$ cat config.mk
export PLATFORM = sky130hd
export DESIGN_NAME = apb_xfer_sequencer
export DESIGN_NICKNAME = d
export VERILOG_FILES = /design/src/rtl/apb_xfer_sequencer.sv
export SDC_FILE = /design/constraint.sdc
export NUM_CORES = 1
export LEC_CHECK = 0
export ABC_AREA = 0
export BUFFER_PORTS_ARGS = -buffer_cell sky130_fd_sc_hd__buf_4
export CAP_MARGIN = 20
export CORE_MARGIN = 2
export CORE_UTILIZATION = 50
export CTS_CLUSTER_DIAMETER = 60
export DETAILED_ROUTE_END_ITERATION = 6
export PLACE_DENSITY = 0.73
export SYNTH_ARGS = -nofsm -noshare
export SYNTH_HDL_FRONTEND = slang
export SYNTH_SLANG_ARGS = --single-unit
$ cat constraint.sdc
create_clock -name HCLK -period 8.3 [get_ports HCLK]
set_clock_uncertainty 0.15 [all_clocks]
set_input_delay 0.415 -clock HCLK [delete_from_list [all_inputs] [get_ports HCLK]]
set_output_delay 0.415 -clock HCLK [all_outputs]
set_load 0.01 [all_outputs]
$ cat src/rtl/apb_xfer_sequencer.sv
// APB-side transfer sequencer: splits one AHB-sized request into APB_DW-wide
// APB SETUP/ACCESS beats, with wait states, slave error and wait-state timeout.
module apb_xfer_sequencer #(
    parameter int AHB_AW  = 32,
    parameter int AHB_DW  = 32,
    parameter int APB_DW  = 8,
    parameter int TIMEOUT = 16
) (
    input  logic              HCLK,
    input  logic              HRESET,
    input  logic              i_start_read,
    input  logic              i_start_write,
    input  logic [AHB_AW-1:0] i_addr,
    input  logic [2:0]        i_size,
    input  logic [AHB_DW-1:0] i_wdata,
    input  logic              i_fifo_empty,
    output logic              o_fifo_pop,
    output logic [AHB_AW-1:0] o_PADDR,
    output logic              o_PSEL,
    output logic              o_PENABLE,
    output logic              o_PWRITE,
    output logic [APB_DW-1:0] o_PWDATA,
    input  logic [APB_DW-1:0] i_PRDATA,
    input  logic              i_PREADY,
    input  logic              i_PSLVERR,
    output logic [AHB_DW-1:0] o_rdata,
    output logic              o_done,
    output logic              o_err,
    output logic              o_busy
);

    localparam int AHB_BYTES = AHB_DW / 8;
    localparam int APB_BYTES = APB_DW / 8;
    localparam int LANES     = AHB_DW / APB_DW;
    localparam int MAX_SIZE  = $clog2(AHB_BYTES);
    localparam int APB_SHIFT = $clog2(APB_BYTES);
    localparam int KW        = $clog2(LANES + 1);
    localparam int LW        = (LANES > 1) ? $clog2(LANES) : 1;
    localparam int TW        = (TIMEOUT > 1) ? $clog2(TIMEOUT) : 1;

    // IDLE: arbitrate | SETUP: PSEL only | ACCESS: PENABLE, wait PREADY | DONE: pulse done/err
    typedef enum logic [1:0] {IDLE, SETUP, ACCESS, DONE} state_t;

    state_t             state, state_n;
    logic [AHB_AW-1:0]  base_q;
    logic [LW-1:0]      lane0_q;
    logic [KW-1:0]      beats_q;
    logic [KW-1:0]      k_q;
    logic               write_q;
    logic               err_q;
    logic [AHB_DW-1:0]  wdata_q;
    logic [AHB_DW-1:0]  rdata_q;
    logic [TW-1:0]      wait_q;

    logic [2:0]         size_c;
    logic [KW-1:0]      beats_c;
    logic [LW-1:0]      lane0_c;
    logic [AHB_AW-1:0]  base_c;
    logic [LW-1:0]      lane_idx;
    logic               take_wr;
    logic               take_rd;
    logic               beat_ok;
    logic               timed_out;
    logic               last_beat;

    always_comb begin
        size_c  = (i_size > 3'(MAX_SIZE)) ? 3'(MAX_SIZE) : i_size;
        beats_c = (size_c > 3'(APB_SHIFT)) ? (KW'(1) << (size_c - 3'(APB_SHIFT))) : KW'(1);
        lane0_c = LW'((i_addr >> APB_SHIFT) & AHB_AW'(LANES - 1));
        // sub-APB-width transfers keep their byte address; wider ones start on an APB word
        base_c  = (beats_c > KW'(1)) ? (i_addr & ~AHB_AW'(APB_BYTES - 1)) : i_addr;
    end

    assign take_wr   = i_start_write && !i_fifo_empty;
    assign take_rd   = !take_wr && i_start_read;
    assign lane_idx  = lane0_q + k_q[LW-1:0];
    assign last_beat = (k_q == beats_q - KW'(1));
    assign beat_ok   = (state == ACCESS) && i_PREADY;
    assign timed_out = (TIMEOUT != 0) && (state == ACCESS) && !i_PREADY
                       && (wait_q == TW'(TIMEOUT - 1));

    always_ff @(posedge HCLK or posedge HRESET) begin
        if (HRESET) begin
            state <= IDLE;
        end else begin
            state <= state_n;
        end
    end

    always_comb begin
        state_n    = state;
        o_PSEL     = 1'b0;
        o_PENABLE  = 1'b0;
        o_done     = 1'b0;
        o_err      = 1'b0;
        o_fifo_pop = 1'b0;
        case (state)
            IDLE: begin
                if (take_wr) begin
                    o_fifo_pop = 1'b1;
                    state_n    = SETUP;
                end else if (take_rd) begin
                    state_n = SETUP;
                end
            end
            SETUP: begin
                o_PSEL  = 1'b1;
                state_n = ACCESS;
            end
            ACCESS: begin
                o_PSEL    = 1'b1;
                o_PENABLE = 1'b1;
                if (beat_ok) begin
                    state_n = (i_PSLVERR || last_beat) ? DONE : SETUP;
                end else if (timed_out) begin
                    state_n = DONE;
                end
            end
            DONE: begin
                o_done  = 1'b1;
                o_err   = err_q;
                state_n = IDLE;
            end
            default: state_n = IDLE;
        endcase
    end

    always_ff @(posedge HCLK or posedge HRESET) begin
        if (HRESET) begin
            base_q  <= '0;
            lane0_q <= '0;
            beats_q <= '0;
            k_q     <= '0;
            write_q <= 1'b0;
            err_q   <= 1'b0;
            wdata_q <= '0;
            rdata_q <= '0;
            wait_q  <= '0;
        end else begin
            case (state)
                IDLE: begin
                    if (take_wr || take_rd) begin
                        base_q  <= base_c;
                        lane0_q <= lane0_c;
                        beats_q <= beats_c;
                        k_q     <= '0;
                        write_q <= take_wr;
                        err_q   <= 1'b0;
                        if (take_wr) begin
                            wdata_q <= i_wdata;
                        end else begin
                            rdata_q <= '0;
                        end
                    end
                end
                SETUP: begin
                    wait_q <= '0;
                end
                ACCESS: begin
                    if (beat_ok) begin
                        if (!write_q) begin
                            rdata_q[lane_idx*APB_DW +: APB_DW] <= i_PRDATA;
                        end
                        if (i_PSLVERR) begin
                            err_q <= 1'b1;
                        end else if (!last_beat) begin
                            k_q <= k_q + KW'(1);
                        end
                    end else begin
                        wait_q <= wait_q + TW'(1);
                        if (timed_out) begin
                            err_q <= 1'b1;
                        end
                    end
                end
                DONE: begin
                    err_q <= 1'b0;
                end
                default: ;
            endcase
        end
    end

    assign o_PADDR  = base_q + (AHB_AW'(k_q) << APB_SHIFT);
    assign o_PWDATA = wdata_q[lane_idx*APB_DW +: APB_DW];
    assign o_PWRITE = write_q;
    assign o_rdata  = rdata_q;
    assign o_busy   = (state != IDLE);

endmodule

==> results of run 1 <==
-- per-stage QoR --
stage / instance area (µm²) / utilization / std cells / hold slack [ns] / worst slack [ns]
finish: 7140 / 0.656 / 773 / 0.0636 / 4.98
global route: 7140 / 0.656 / 773 / 0.0553 / 4.62
CTS: 7140 / 0.656 / 773 / 0.0426 / 4.93
detailed placement: 6940 / 0.637 / 756 / 0.310 / 4.95
global placement: 6940 / 0.637 / 756 / 0.303 / 5.10
floorplan: 5610 / - / 468 / 0.300 / 4.83
-- report_power, final --
| part | internal, W | switching, W | total [W] |
|---|---|---|---|
| logic | 0.000633 | 0.000569 | 0.00120 |
| clock network | 0.000142 | 0.000188 | 0.000330 |
| registers | 0.000728 | 0.000157 | 0.000885 |
| total | 0.00150 | 0.000913 | 0.00242 |
-- registers in the layout (all words and copies together), names as in the netlist --
signal,count
base_q,32
o_rdata,32
wdata_q,32
wait_q,4
beats_q,3
k_q,3
state,2
err_q,1
o_PWRITE,1
-- synth_stat cells, types with 3 or more instances --
cell type and instances:
xor2_1 9, mux2_2 53, o21ai_0 9, o21ai_1 3, mux2_1 12, nor2b_1 5, nor2_1 10, dfrtp_1 110
nand2_1 43, nand2_4 3, ha_1 16, clkbuf_1 3, inv_1 31, xnor2_1 24, a22o_1 9, a21oi_1 5
nand3_1 14, nor3_1 3, mux4_2 8, nand4_1 9, mux2i_1 16, and4_1 13, and3_1 8, nand2b_1 6
a21o_1 9, buf_2 8
-- metal layers --
metal,track usage,vias to the layer above,wire [µm]
met3,0.0759,15,918
li1,-,1955,-
met1,0.294,2003,5400
met2,0.335,109,6120
met5,0,-,0
met4,0.0687,0,186
-- logic make-up after synthesis --
family	count (synthesis)	synth area share
AO/OA/AOI/OAI	43	0.0549
XOR/XNOR	35	0.0585
adder cells (fa/ha/maj)	17	0.0393
buffers and inverters	47	0.0359
flip-flops	110	0.491
multiplexers	89	0.191
AND/OR/NAND/NOR	127	0.129
-- layout make-up --
class | count | share of cell area
clock buffers | 10 | 0.0179
inverters | 32 | 0.0172
well taps | 140 | 0.0245
multi-input cells | 311 | 0.373
clock inverters | 6 | 0.00963
flip-flops and latches | 110 | 0.385
repair buffers | 164 | 0.173
-- worst paths after layout --
kind	start	endpoint	slack, ns	cells past startpoint
worst min register to register	o_rdata[16]$_DFFE_PP0P_	o_rdata[16]$_DFFE_PP0P_	0.34	1
max in group asynchronous	HRESET	base_q[3]$_DFFE_PP0P_	6.25	4
worst max register to register	k_q[0]$_DFFE_PP0P_	o_rdata[27]$_DFFE_PP0P_	4.98	8
worst max-delay path	k_q[0]$_DFFE_PP0P_	o_rdata[27]$_DFFE_PP0P_	4.98	8
worst min-delay path	i_size[0]	beats_q[0]$_DFFE_PP0P_	0.06	2
min in group asynchronous	HRESET	wait_q[0]$_DFFE_PP0P_	0.44	3
==> summary.md, run 1 <==
| Metric | Value |
|---|---|
| Status | finished, final reports clean |
| Ranking of synthesized cells by area | dfrtp_1, mux2_2, xnor2_1 |
| Clock Path Buffers | 2 |
| Post-CTS setup repair buffer count | 0 |
| Slew Viols, Final | 0 |
| Max-Cap Viols | 0 |
| Crit start category | flip-flop |
| DRT iter0 DRCs | 184 |
| Synth Warn # | 0 |
| First-pass GRT wire length | 20,200 µm |
| Worst Path Arrival | 3.48 ns |
| Worst-path clk slew | 0.10 ns |
| Slowest cell on the critical path | fa_1 |
| Syn Nets | 567 |
| # hold bufs at CTS | 1 |
| Leading area contributor after synthesis | dfrtp_1 |
| Worst-case vdd ir drop | 216 µV |
| Power Dens Cells | 338 mW/mm² |
| Most frequent cells in the layout | buf_4, dfrtp_1, mux2_2 |
| Multi-input logic area | 0.00266 mm² |
| Largest net degree at the start of global routing | 78 |
| Root buffer cell | clkbuf_8 |
| Die Ht | 110 µm |
| Worst setup path class | flip-flop to flip-flop |
| Slew @ Worst Pin | 0.973 ns |
| Clock sink count | 110 |
| Iteration count of the initial detailed-routing pass | 4 |
| Number of synthesized flops with an enable pin | 0 |
| Dominant synthesized flop cell | dfrtp_1 |
| Initial antenna violation count | 0 |
| DR vias | 4,082 |
| Setup Viol. Count Final | 0 |
| Async SR Flop Fraction | 1.00 |
| Synth cell types | 51 |
| Final hold vios | 0 |
| RePlAce Congestion | 0.787 |
| # rows | 38 |
| Post-synthesis instance total | 468 |
| Hold Crit Class | input pin to flip-flop |
| Synth top area share | 0.491 |
| CTS tree | done |
| Routed len/inst | 16.3 µm |
| Initial Utilization | 0.515 |
| Htree depth | 3 |
| Total chip power | 0.00242 W |
| Worst-path cell chain | ha_1, inv_1, fa_1, inv_1, ha_1, nor3_1, nand2_1, mux2i_1 |
| Most common cell after layout, fill and taps aside | buf_4 |
| Final WL | 12,600 µm |
| Hpwl dp | 9370 µm |
| Clock latency on the worst-skew pair | 0.39 ns |
| Ratio of cells with drive above 1 in the final layout | 0.404 |
| Port Buf Inserts | 160 |
| Core ar. | 0.0109 mm² |
| Crit path max-delay family | adder cells |
| Number of synthesized register bits | 110 |
| TritonCTS Buffers | 9 |
| Unrepaired setup endpoints after global routing | false |
| Overflow after GRT | 0 |
| Post-route ant nets | 0 |
| I/O pin total | 161 |
| Mapped cell area | 0.00561 mm² |
| GRT Total Usage | 0.219 |
| Crit. End Element | flip-flop |
| Syn avg cell area | 12.0 µm² |
| Fin Setup TNS | 0 ns |
| Worst EP required | 8.46 ns |
| Sequential share of the synthesized area | 0.491 |
| Total die area | 0.0121 mm² |
| Die width | 110 µm |
| Crit-path max FO | 12 |
| Worst path max stage delay | 0.89 ns |
| Relative slew slack | 0.351 |
| Leak | 3.52 nW |
| Antenna diode count | 0 |
| DRC viols | 0 |
| Buf+Inv Stages, Crit Path | 2 |
| Final layout net count | 727 |
| Time the worst path needs with I/O delays and setup | 3.32 ns |
| Fmax | 0.301 GHz |
| Fillers | 875 |
| Routed vias/inst | 5.28 |
| Sequential Area | 0.00275 mm² |
| Post-cts sizing count | 0 |
| Fin crit share | 0.400 |
| Vias in the first global route | 4,116 |
| Syn-to-layout area delta | 27.4% |
Power figures use the tool's default switching activity.
==> inputs of run 2 (changes only) <==
==> constraint.sdc (replaced) <==
create_clock -name HCLK -period 3.5 [get_ports HCLK]
set_clock_uncertainty 0.15 [all_clocks]
set_input_delay 0.175 -clock HCLK [delete_from_list [all_inputs] [get_ports HCLK]]
set_output_delay 0.175 -clock HCLK [all_outputs]
set_load 0.01 [all_outputs]
==> run 2 against run 1 <==
Compared with the run above: sequential share of layout area fell by 3.9 points; sequential power rose by 140%; wire length rose by 16%; register-to-register slack got worse by 4.3 ns; critical path depth rose by 1; die area did not move; first-iteration DRC count rose by 23%; utilization rose by 7.4 points; cell count rose by 11%; via count rose by 9.8%.
==> summary.md, run 2 (synthesis results as in run 1) <==
| Metric | Value |
|---|---|
| Status | finished, final reports clean |
| Fin crit share | 0.840 |
| Combinational Power Share | 0.517 (+0.020) |
| # hold bufs at CTS | 80 (+79) |
| Iteration count of the initial detailed-routing pass | 6 (+2) |
| DRC viols | 0 (unchanged) |
| Worst Path Arrival | 2.62 ns (-0.86 ns) |
| WHS Path Cells | 5 (+3) |
| Max-Cap Viols | 0 (unchanged) |
| Total die area | 0.0121 mm² (unchanged) |
| Hold Crit Class | input pin to flip-flop |
| Vias in the first global route | 4,622 (+12%) |
| Switching power | 0.00225 W (+150%) |
| Power Dens Cells | 733 mW/mm² (+120%) |
| Hpwl dp | 9780 µm (+4.4%) |
| Crit. End Element | output port |
| Most frequent cells in the layout | buf_4, dfrtp_1, dlygate4sd3_1 |
| GRT Total Usage | 0.256 (+0.0364) |
| Crit start category | flip-flop |
| Post-route ant nets | 0 (unchanged) |
| Clock sink count | 110 (unchanged) |
| TritonCTS Buffers | 9 (unchanged) |
| Setup Viol. Count Final | 0 (unchanged) |
| Worst setup path class | flip-flop to output port |
| Worst EP required | 3.17 ns (-5.29 ns) |
| Slew Viols, Final | 0 (unchanged) |
| Slew @ Worst Pin | 0.819 ns (-0.154 ns) |
| Relative slew slack | 0.454 (+0.103) |
| RePlAce Congestion | 0.780 (-0.88%) |
| Clock Path Buffers | 2 (unchanged) |
| First-pass GRT wire length | 23,300 µm (+15%) |
| Leak | 3.87 nW (+9.8%) |
| Seq pwr share | 0.362 (-0.004) |
| Fmax | 0.340 GHz |
| Routed len/inst | 17.1 µm (+4.5%) |
| Antenna diode count | 0 (unchanged) |
| Port Buf Inserts | 160 (unchanged) |
| DR vias | 4,482 (+9.8%) |
| I/O pin total | 161 (unchanged) |
| Slowest cell on the critical path | dfrtp_1 |
| Crit-path max FO | 8 (-4) |
| Switching share of total power | 0.387 (+0.00860) |
| Post-CTS setup repair buffer count | 0 (unchanged) |
| Htree depth | 3 (unchanged) |
| Unrepaired setup endpoints after global routing | false |
| Ratio of cells with drive above 1 in the final layout | 0.364 (-0.0408) |
| Post-cts sizing count | 0 (unchanged) |
| Initial antenna violation count | 0 (unchanged) |
| # rows | 38 (unchanged) |
| DRT iter0 DRCs | 226 (+23%) |
| Total chip power | 0.00583 W (+140%) |
| Final WL | 14,600 µm (+16%) |
| Time the worst path needs with I/O delays and setup | 2.94 ns |
| Overflow after GRT | 0 (unchanged) |
| Syn-to-layout area delta | 41.8% |
| Most common cell after layout, fill and taps aside | buf_4 |
| Clk network pwr share | 0.121 (-0.015) |
| Core ar. | 0.0109 mm² (unchanged) |
| Internal | 0.00358 W (+140%) |
| Worst-path cell chain | ha_1, inv_1, fa_1, nor2b_1, o211ai_2, nor2_4, nand3_1, xnor2_1, buf_4 |
| Worst-path clk slew | 0.10 ns (about the same) |
| Final hold vios | 0 (unchanged) |
| R2r setup slk | 0.71 ns (-4.27 ns) |
| CTS tree | done |
| Routed vias/inst | 5.24 (-0.73%) |
| Root buffer cell | clkbuf_8 |
| Largest net degree at the start of global routing | 65 (-17%) |
| Die Ht | 110 µm (unchanged) |
| Die width | 110 µm (unchanged) |
| Initial Utilization | 0.515 (unchanged) |
| Worst path max stage delay | 0.47 ns (-0.42 ns) |
| Fin Setup TNS | 0 ns (unchanged) |
| Worst-case vdd ir drop | 599 µV (+180%) |
| Worst r2r path cells | 10 (+2) |
| Final layout net count | 810 (+11%) |
| Clock latency on the worst-skew pair | 0.39 ns (about the same) |
-- run 2: changes by cell type in the layout (fill, tap and decap cells not counted) --
cell / change
dlygate4sd3_1: +79
buf_4: +3
clkinv_4: +2
buf_12: +1
bufinv_16: -1
clkbuf_1: -1
inv_6: -1
-- run 2: layout make-up --
class,count,area [µm²]
clock buffer,9,124
clock inverter,6,47.5
fill,761,2940
sequential,110,2750
inverter,32,123
multi-input combinational,311,2660
tap,140,175
timing repair buffer,247,2070
-- run 2: worst paths after layout --
path | start | to
max | k_q[0]$_DFFE_PP0P_ | o_PADDR[24]
min | i_fifo_empty | o_PWRITE$_DFFE_PP0P_
max reg2reg | k_q[0]$_DFFE_PP0P_ | o_rdata[18]$_DFFE_PP0P_
min reg2reg | beats_q[1]$_DFFE_PP0P_ | beats_q[1]$_DFFE_PP0P_
max in group asynchronous | HRESET | wdata_q[25]$_DFFE_PP0P_
min in group asynchronous | HRESET | base_q[13]$_DFFE_PP0P_
-- run 2: power by group through the flow --
stage	Combinational [W]	Sequential (W)	Clock, W
floorplan	0.00190	0.00203	0
global placement	0.00284	0.00210	0
detailed placement	0.00291	0.00213	0
CTS	0.00300	0.00210	0.000734
global route	0.00326	0.00218	0.000788
finish	0.00301	0.00211	0.000706
-- run 2: critical path, delay by kind of cell (launching register included) --
| kind | cells | cell delay (ns) |
|---|---|---|
| adder cells (fa/ha/maj) | 2 | 0.62 |
| buffers and inverters | 2 | 0.20 |
| AO/OA/AOI/OAI | 1 | 0.16 |
| flip-flops | 1 | 0.47 |
| XOR/XNOR | 1 | 0.20 |
| AND/OR/NAND/NOR | 3 | 0.57 |
-- run 2: metal layers --
metal,share of wire,wire (µm),up-vias,GRT usage
li1,-,-,2120,-
met1,0.41,6040,2195,0.332
met2,0.51,7440,143,0.418
met3,0.057,829,24,0.0711
met4,0.021,300,0,0.0750
met5,0,0,-,0
-- run 2: metrics by stage --
step / instances / hold WS, ns / cell area, µm² / setup WS, ns / util
final: 855 / 0.105 / 7950 / 0.560 / 0.730
after global routing: 855 / 0.118 / 7950 / 0.324 / 0.730
after CTS: 855 / 0.0797 / 7950 / 0.548 / 0.730
after detailed placement: 760 / 0.236 / 6980 / 0.756 / 0.641
after global placement: 760 / 0.224 / 6980 / 0.886 / 0.641
after floorplan: 468 / 0.122 / 5610 / 0.273 / -
